--- src/rtl/uart_frame_if.sv ---
// uart_frame_if: command, byte-TX, byte-RX and status signals of the UART frame initiator
//   master: the frame initiator (uart_frame_master)
//   slave : the requester plus the UART byte interface facing it
interface uart_frame_if;
    logic         cmd_valid;
    logic         cmd_ready;
    logic [7:0]   cmd_op;
    logic [127:0] cmd_payload;
    logic         cmd_expect_resp;
    logic [7:0]   tx_data;
    logic         tx_valid;
    logic         tx_ready;
    logic [7:0]   rx_data;
    logic         rx_valid;
    logic         busy;
    logic         done;
    logic [1:0]   status;
    logic [143:0] resp_data;
    logic [7:0]   stray_cnt;
    modport master (
        input  cmd_valid, cmd_op, cmd_payload, cmd_expect_resp, tx_ready, rx_data, rx_valid,
        output cmd_ready, tx_data, tx_valid, busy, done, status, resp_data, stray_cnt
    );
    modport slave (
        output cmd_valid, cmd_op, cmd_payload, cmd_expect_resp, tx_ready, rx_data, rx_valid,
        input  cmd_ready, tx_data, tx_valid, busy, done, status, resp_data, stray_cnt
    );
endinterface

--- src/rtl/uart_frame_master.sv ---
// uart_frame_master: sends one 18-byte {op, payload, op} frame and optionally collects an 18-byte response
//   clk, reset : system clock, synchronous active-high reset
//   bus        : cmd_* request, tx_* byte out, rx_* byte in, busy/done/status/resp_data/stray_cnt
module uart_frame_master #(
    parameter int FRAME_BYTES    = 18,
    parameter int TIMEOUT_CYCLES = 1_000_000
) (
    input logic          clk,
    input logic          reset,
    uart_frame_if.master bus
);
    localparam int TW = $clog2(TIMEOUT_CYCLES);
    localparam logic [TW-1:0] T_LAST = TW'(TIMEOUT_CYCLES - 1);
    localparam logic [4:0] LAST = 5'(FRAME_BYTES - 1);
    typedef enum logic [1:0] {IDLE, SEND, WAIT_RESP, DONE} state_t;
    state_t        state;
    logic [143:0]  sh;
    logic [4:0]    cnt;
    logic [TW-1:0] timer;
    logic          expect_resp;
    // the shift register empties to zero as it drains, so tx_data reads 0 whenever idle
    assign bus.tx_data = sh[143:136];
    always_ff @(posedge clk) begin
        if (reset) begin
            state         <= IDLE;
            sh            <= '0;
            cnt           <= '0;
            timer         <= '0;
            expect_resp   <= 1'b0;
            bus.cmd_ready <= 1'b1;
            bus.tx_valid  <= 1'b0;
            bus.busy      <= 1'b0;
            bus.done      <= 1'b0;
            bus.status    <= 2'b00;
            bus.resp_data <= '0;
            bus.stray_cnt <= '0;
        end else begin
            bus.done <= 1'b0;
            if (bus.rx_valid && state != WAIT_RESP && bus.stray_cnt != 8'hff)
                bus.stray_cnt <= bus.stray_cnt + 8'd1;
            case (state)
                IDLE: if (bus.cmd_valid) begin
                    sh            <= {bus.cmd_op, bus.cmd_payload, bus.cmd_op};
                    cnt           <= '0;
                    expect_resp   <= bus.cmd_expect_resp;
                    bus.cmd_ready <= 1'b0;
                    bus.busy      <= 1'b1;
                    bus.tx_valid  <= 1'b1;
                    state         <= SEND;
                end
                SEND: if (bus.tx_ready) begin
                    sh  <= sh << 8;
                    cnt <= cnt + 5'd1;
                    if (cnt == LAST) begin
                        bus.tx_valid <= 1'b0;
                        cnt          <= '0;
                        timer        <= '0;
                        if (expect_resp) begin
                            bus.resp_data <= '0;
                            state         <= WAIT_RESP;
                        end else begin
                            bus.status <= 2'b00;
                            bus.done   <= 1'b1;
                            state      <= DONE;
                        end
                    end
                end
                WAIT_RESP: begin
                    // a byte arriving on the timeout cycle wins over the timeout
                    if (bus.rx_valid) begin
                        bus.resp_data <= {bus.resp_data[135:0], bus.rx_data};
                        cnt           <= cnt + 5'd1;
                        timer         <= '0;
                        if (cnt == LAST) begin
                            // resp_data[135:128] becomes the first byte after this shift
                            bus.status <= (bus.resp_data[135:128] == bus.rx_data) ? 2'b01 : 2'b10;
                            bus.done   <= 1'b1;
                            state      <= DONE;
                        end
                    end else if (timer == T_LAST) begin
                        bus.status <= 2'b11;
                        bus.done   <= 1'b1;
                        state      <= DONE;
                    end else begin
                        timer <= timer + TW'(1);
                    end
                end
                DONE: begin
                    bus.cmd_ready <= 1'b1;
                    bus.busy      <= 1'b0;
                    state         <= IDLE;
                end
                default: state <= IDLE;
            endcase
        end
    end
endmodule

--- src/flat_wrapper.sv ---
// flat-port wrapper written by rule: the top's interface ports become plain ports
module uart_frame_master_flat 
#(
    parameter int FRAME_BYTES    = 18,
    parameter int TIMEOUT_CYCLES = 1_000_000
)
  (clk, reset, bus_cmd_valid, bus_cmd_op, bus_cmd_payload, bus_cmd_expect_resp, bus_tx_ready, bus_rx_data, bus_rx_valid, bus_cmd_ready, bus_tx_data, bus_tx_valid, bus_busy, bus_done, bus_status, bus_resp_data, bus_stray_cnt);
  uart_frame_if bus_i ();
  input logic clk;
  input logic reset;
  input wire logic [$bits(bus_i.cmd_valid)-1:0] bus_cmd_valid;
  input wire logic [$bits(bus_i.cmd_op)-1:0] bus_cmd_op;
  input wire logic [$bits(bus_i.cmd_payload)-1:0] bus_cmd_payload;
  input wire logic [$bits(bus_i.cmd_expect_resp)-1:0] bus_cmd_expect_resp;
  input wire logic [$bits(bus_i.tx_ready)-1:0] bus_tx_ready;
  input wire logic [$bits(bus_i.rx_data)-1:0] bus_rx_data;
  input wire logic [$bits(bus_i.rx_valid)-1:0] bus_rx_valid;
  output wire logic [$bits(bus_i.cmd_ready)-1:0] bus_cmd_ready;
  output wire logic [$bits(bus_i.tx_data)-1:0] bus_tx_data;
  output wire logic [$bits(bus_i.tx_valid)-1:0] bus_tx_valid;
  output wire logic [$bits(bus_i.busy)-1:0] bus_busy;
  output wire logic [$bits(bus_i.done)-1:0] bus_done;
  output wire logic [$bits(bus_i.status)-1:0] bus_status;
  output wire logic [$bits(bus_i.resp_data)-1:0] bus_resp_data;
  output wire logic [$bits(bus_i.stray_cnt)-1:0] bus_stray_cnt;
  assign bus_i.cmd_valid = bus_cmd_valid;
  assign bus_i.cmd_op = bus_cmd_op;
  assign bus_i.cmd_payload = bus_cmd_payload;
  assign bus_i.cmd_expect_resp = bus_cmd_expect_resp;
  assign bus_i.tx_ready = bus_tx_ready;
  assign bus_i.rx_data = bus_rx_data;
  assign bus_i.rx_valid = bus_rx_valid;
  assign bus_cmd_ready = bus_i.cmd_ready;
  assign bus_tx_data = bus_i.tx_data;
  assign bus_tx_valid = bus_i.tx_valid;
  assign bus_busy = bus_i.busy;
  assign bus_done = bus_i.done;
  assign bus_status = bus_i.status;
  assign bus_resp_data = bus_i.resp_data;
  assign bus_stray_cnt = bus_i.stray_cnt;
  uart_frame_master #(.FRAME_BYTES(FRAME_BYTES), .TIMEOUT_CYCLES(TIMEOUT_CYCLES)) u_core (.clk(clk), .reset(reset), .bus(bus_i));
endmodule
--- config.mk ---
export PLATFORM = sky130hd
export DESIGN_NAME = uart_frame_master_flat
export DESIGN_NICKNAME = d
export VERILOG_FILES = /design/src/rtl/uart_frame_if.sv /design/src/rtl/uart_frame_master.sv /design/src/flat_wrapper.sv
export SDC_FILE = /design/constraint.sdc
export NUM_CORES = 1
export LEC_CHECK = 0
export BUFFER_PORTS_ARGS = -buffer_cell sky130_fd_sc_hd__buf_2
export CAP_MARGIN = 15
export CORE_MARGIN = 2
export CORE_UTILIZATION = 56
export CTS_BUF_LIST = sky130_fd_sc_hd__clkbuf_8
export DETAILED_ROUTE_END_ITERATION = 8
export GPL_TIMING_DRIVEN = 0
export HOLD_SLACK_MARGIN = 0.08
export PLACE_DENSITY = 0.82
export RECOVER_POWER = 100
export SLEW_MARGIN = 0
export SYNTH_ARGS = -nofsm -noshare
export SYNTH_HDL_FRONTEND = slang
export SYNTH_SLANG_ARGS = --single-unit
--- constraint.sdc ---
create_clock -name clk -period 2.5 [get_ports clk]
set_clock_uncertainty 0.1 [all_clocks]
set_input_delay 0 -clock clk [delete_from_list [all_inputs] [get_ports clk]]
set_output_delay 0 -clock clk [all_outputs]
set_load 0.03 [all_outputs]
==> summary.txt <==
STA
  • Worst-margin pin slew: 0.717 ns
  • Worst hold margin: 0.181 ns
  • RSZ-0062 raised after global routing: true
  • Setup violators final: 2
  • FMAX: 0.384 GHz
  • Slew Limit Fails: 0
  • Final hold vios: 0
  • PnR worst setup slack: -0.102 ns
  • Crit path time final: 2.60 ns
  • Final cycle utilization of the critical path: 1.04
  • Slew headroom: 0.522
  • Setup TNS: -0.151 ns

Worst setup path
  • Reg-to-reg startpoint: u_core.state[1]$_SDFFE_PP0P_
  • Highest fanout seen on the critical path: 10
  • Kind of critical path: reg -> reg
  • Critical path's most frequent cell: buf_2
  • CP required: 2.85 ns
  • WP data arrival: 2.95 ns
  • CP Launch Type: register
  • Slowest CP cell: mux2i_1
  • Critical R2R Capture: u_core.sh[125]$_SDFFE_PP0P_
  • Flop2flop setup slack: -0.10 ns
  • Crit path largest cell delay: 0.51 ns
  • Endpoint class of the critical path: register
  • Critical-path cell list: inv_1, ha_1, buf_2, buf_2, clkbuf_4, mux2i_1, a211oi_1
  • R2R depth: 7

Run
  • Max Cap Viol: 0

Hold path
  • Hold Path Stages: 4
  • Hold Crit Class: in -> reg
  • Hold_sp: bus_cmd_op[2]
  • Worst Hold End: u_core.sh[2]$_SDFFE_PP0P_

Pwr
  • PwrDens: 1140 mW/mm^2
  • Leakage power: 6.75 nW
  • Worst VDD drop: 0.745 mV

Final layout
  • Nets: 2227
  • Syn-to-layout area delta: 32.5%
  • Fin area: 0.0180 sq mm
  • Utilization after layout: 0.762
  • Commonest cells after routing, fill and taps aside: 330 x dfxtp_1, 230 x clkbuf_1, 177 x buf_2
  • Proportion of layout cells with a drive suffix above 1: 0.149
  • Most common cell after layout, fill and taps aside: dfxtp_1

GRT
  • Vias in the first global route: 14418
  • Overall Global Routing Usage: 0.358
  • M2 GR Usage: 0.612
  • Met3 Use GR: 0.0634
  • Initial antenna violation count: 3
  • Grt total ovfl: 0
  • Layer carrying the most global-route usage: met2
  • Pin count of the biggest net entering global routing: 14
  • First-pass GRT wire length: 74700 um
  • Met1 Use GR: 0.415

Detailed routing
  • Number of DRC markers in iteration 0: 1368
  • DR vias/cell: 6.02
  • DRC errors left: 0
  • Drt pass-1 iters: 8
  • Post-route ant nets: 0
  • Total Wirelength: 49200 um
  • DR vias: 14575
  • Wire per inst: 20.3 um

Status
  • Status: complete, but fails checks
  • Failing checks: negative setup slack

Synth
  • Top cell type's share of synthesized area: 0.486
  • Average size of a mapped cell: 8.78 sq um
  • Syn. warnings: 0
  • Sequential share of the synthesized area: 0.486
  • Flop and latch count out of synthesis: 330
  • Mapped Nets: 1706
  • Async S/R FF share, synth: 0
  • Library cells used by synthesis: 51
  • Synthesized netlist cell count: 1547
  • Synth top area cells: dfxtp_1 49%, mux2i_1 9.7%, a211oi_1 7.2%
  • Cell taking the most area after synthesis: dfxtp_1
  • Most used DFF post-synth: dfxtp_1
  • Mapped cell area: 0.0136 sq mm
  • EDFF count, synth: 0

Floorplan
  • # IOs: 316
  • Core Region: 0.0236 sq mm
  • DIE AREA: 0.0255 sq mm
  • Rows: 56
  • Initial core utilization: 0.575
  • Die X: 160 um
  • Chip height: 160 um

Clock tree
  • Inserted Clock Buffers: 53
  • Deepest clock path buffer count: 3
  • Root Buffer: clkbuf_8
  • Clock-pin slew on the worst setup and hold paths: 0.07 ns
  • Num Clock Sinks: 330
  • H-tree depth: 2
  • CTS tree: yes
  • Clk Latency, worst-skew pair: 0.59 ns

Place
  • IO Port Bufs: 314
  • Final RePlAce weighted congestion: 0.919
  • Post-DP HPWL: 29200 um
  • Cell Area, Placed: 0.0156 sq mm
synth_stat cells, types with 2 or more instances:
cell and instances:
a211oi_1 130, a21o_1 2, a21oi_1 159, a222oi_1 7, a22oi_1 7, a31oi_1 4
a41oi_1 2, and2_1 6, and3_1 7, and4_1 3, buf_1 2, buf_2 39
buf_4 16, clkbuf_1 88, dfxtp_1 330, ha_1 9, inv_1 7, mux2i_1 132
nand2_1 168, nand2b_1 3, nand3_1 162, nand3b_1 2, nand4_1 9, nor2_1 167
nor2b_1 7, nor3_1 2, nor4b_1 2, o211ai_1 2, o21ai_0 16, o21ai_1 3
o311ai_2 2, o31ai_1 7, or3_1 8, xnor2_1 10, xor2_1 11
stage by stage:
step,cells,worst slack [ns],total power [W]
after floorplan,1547,0.488,0.0128
after global placement,2180,-0.136,0.0145
after detailed placement,2180,-0.243,0.0147
after CTS,2419,0.00430,0.0193
after global routing,2423,-0.300,0.0214
final,2423,-0.102,0.0205
area by class of cell:
| class | count | area [sq um] |
|---|---|---|
| inverter | 7 | 26.3 |
| sequential | 330 | 6610 |
| multi-input combinational | 1064 | 6350 |
| fill | 1696 | 5610 |
| tap | 319 | 399 |
| buffer | 145 | 733 |
| clock inverter | 23 | 91.3 |
| clock buffer | 65 | 895 |
| timing repair buffer | 467 | 2890 |
| antenna | 3 | 7.51 |
per-layer routing:
metal	routed length [um]	vias to the layer above
li1	-	6519
met1	18500	6773
met2	23200	987
met3	4120	296
met4	3450	0
met5	0	-
report_power, final:
| part | total (W) | switching (W) | leakage [nW] | internal, W |
|---|---|---|---|---|
| combinational | 0.00863 | 0.00568 | 3.47 | 0.00295 |
| clock | 0.00446 | 0.00214 | 0.589 | 0.00232 |
| sequential | 0.00745 | 0.000966 | 2.69 | 0.00648 |
how the worst max path moves through the flow:
stage / slack, ns / cells after the start / from / to
2_1_floorplan: 0.49 / 8 / u_core.state[1]$_SDFFE_PP0P_ / u_core.sh[100]$_SDFFE_PP0P_
3_3_place_gp: -0.14 / 8 / u_core.state[1]$_SDFFE_PP0P_ / u_core.sh[125]$_SDFFE_PP0P_
3_5_place_dp: -0.24 / 8 / u_core.state[1]$_SDFFE_PP0P_ / u_core.sh[111]$_SDFFE_PP0P_
4_1_cts: 0.004 / 8 / u_core.state[1]$_SDFFE_PP0P_ / u_core.sh[77]$_SDFFE_PP0P_
5_1_grt: -0.30 / 7 / u_core.state[1]$_SDFFE_PP0P_ / u_core.sh[104]$_SDFFE_PP0P_
6_report: -0.10 / 7 / u_core.state[1]$_SDFFE_PP0P_ / u_core.sh[125]$_SDFFE_PP0P_
sequential cells by signal, summed over array words and instances, names as in the netlist:
register and flops:
u_core.bus.busy 1, u_core.bus.cmd_ready 1, u_core.bus.done 1, u_core.bus.resp_data 144, u_core.bus.status 2, u_core.bus.stray_cnt 8, u_core.bus.tx_valid 1, u_core.cnt 5
u_core.expect_resp 1, u_core.sh 144, u_core.state 2, u_core.timer 20
critical path, delay by kind of cell, from the launching register on:
| kind | cells | cell delay (ns) |
|---|---|---|
| mux | 1 | 0.51 |
| fa+ha+maj | 1 | 0.32 |
| compound gates | 1 | 0.15 |
| flops | 1 | 0.36 |
| buf+inv | 4 | 1.05 |
logic make-up after synthesis:
kind of cell               after synthesis  synth area share
AOI/OAI and AO/OA                      350             0.164
and+or+nand+nor                        551             0.179
xor gates and xnor gates                21            0.0135
muxes                                  133            0.0981
buffers and inverters                  153            0.0504
adders and majority gates                9           0.00829
DFF                                    330             0.486
what timing repair did:
action,CTS,global route
endpoints found under the setup margin,102,256
gates resized for setup,17,54
hold buffers,151,0
pin swaps,0,3
endpoints found under the hold margin,183,0
setup buffers,0,2
No activity file was read; power rests on OpenSTA's default activity.
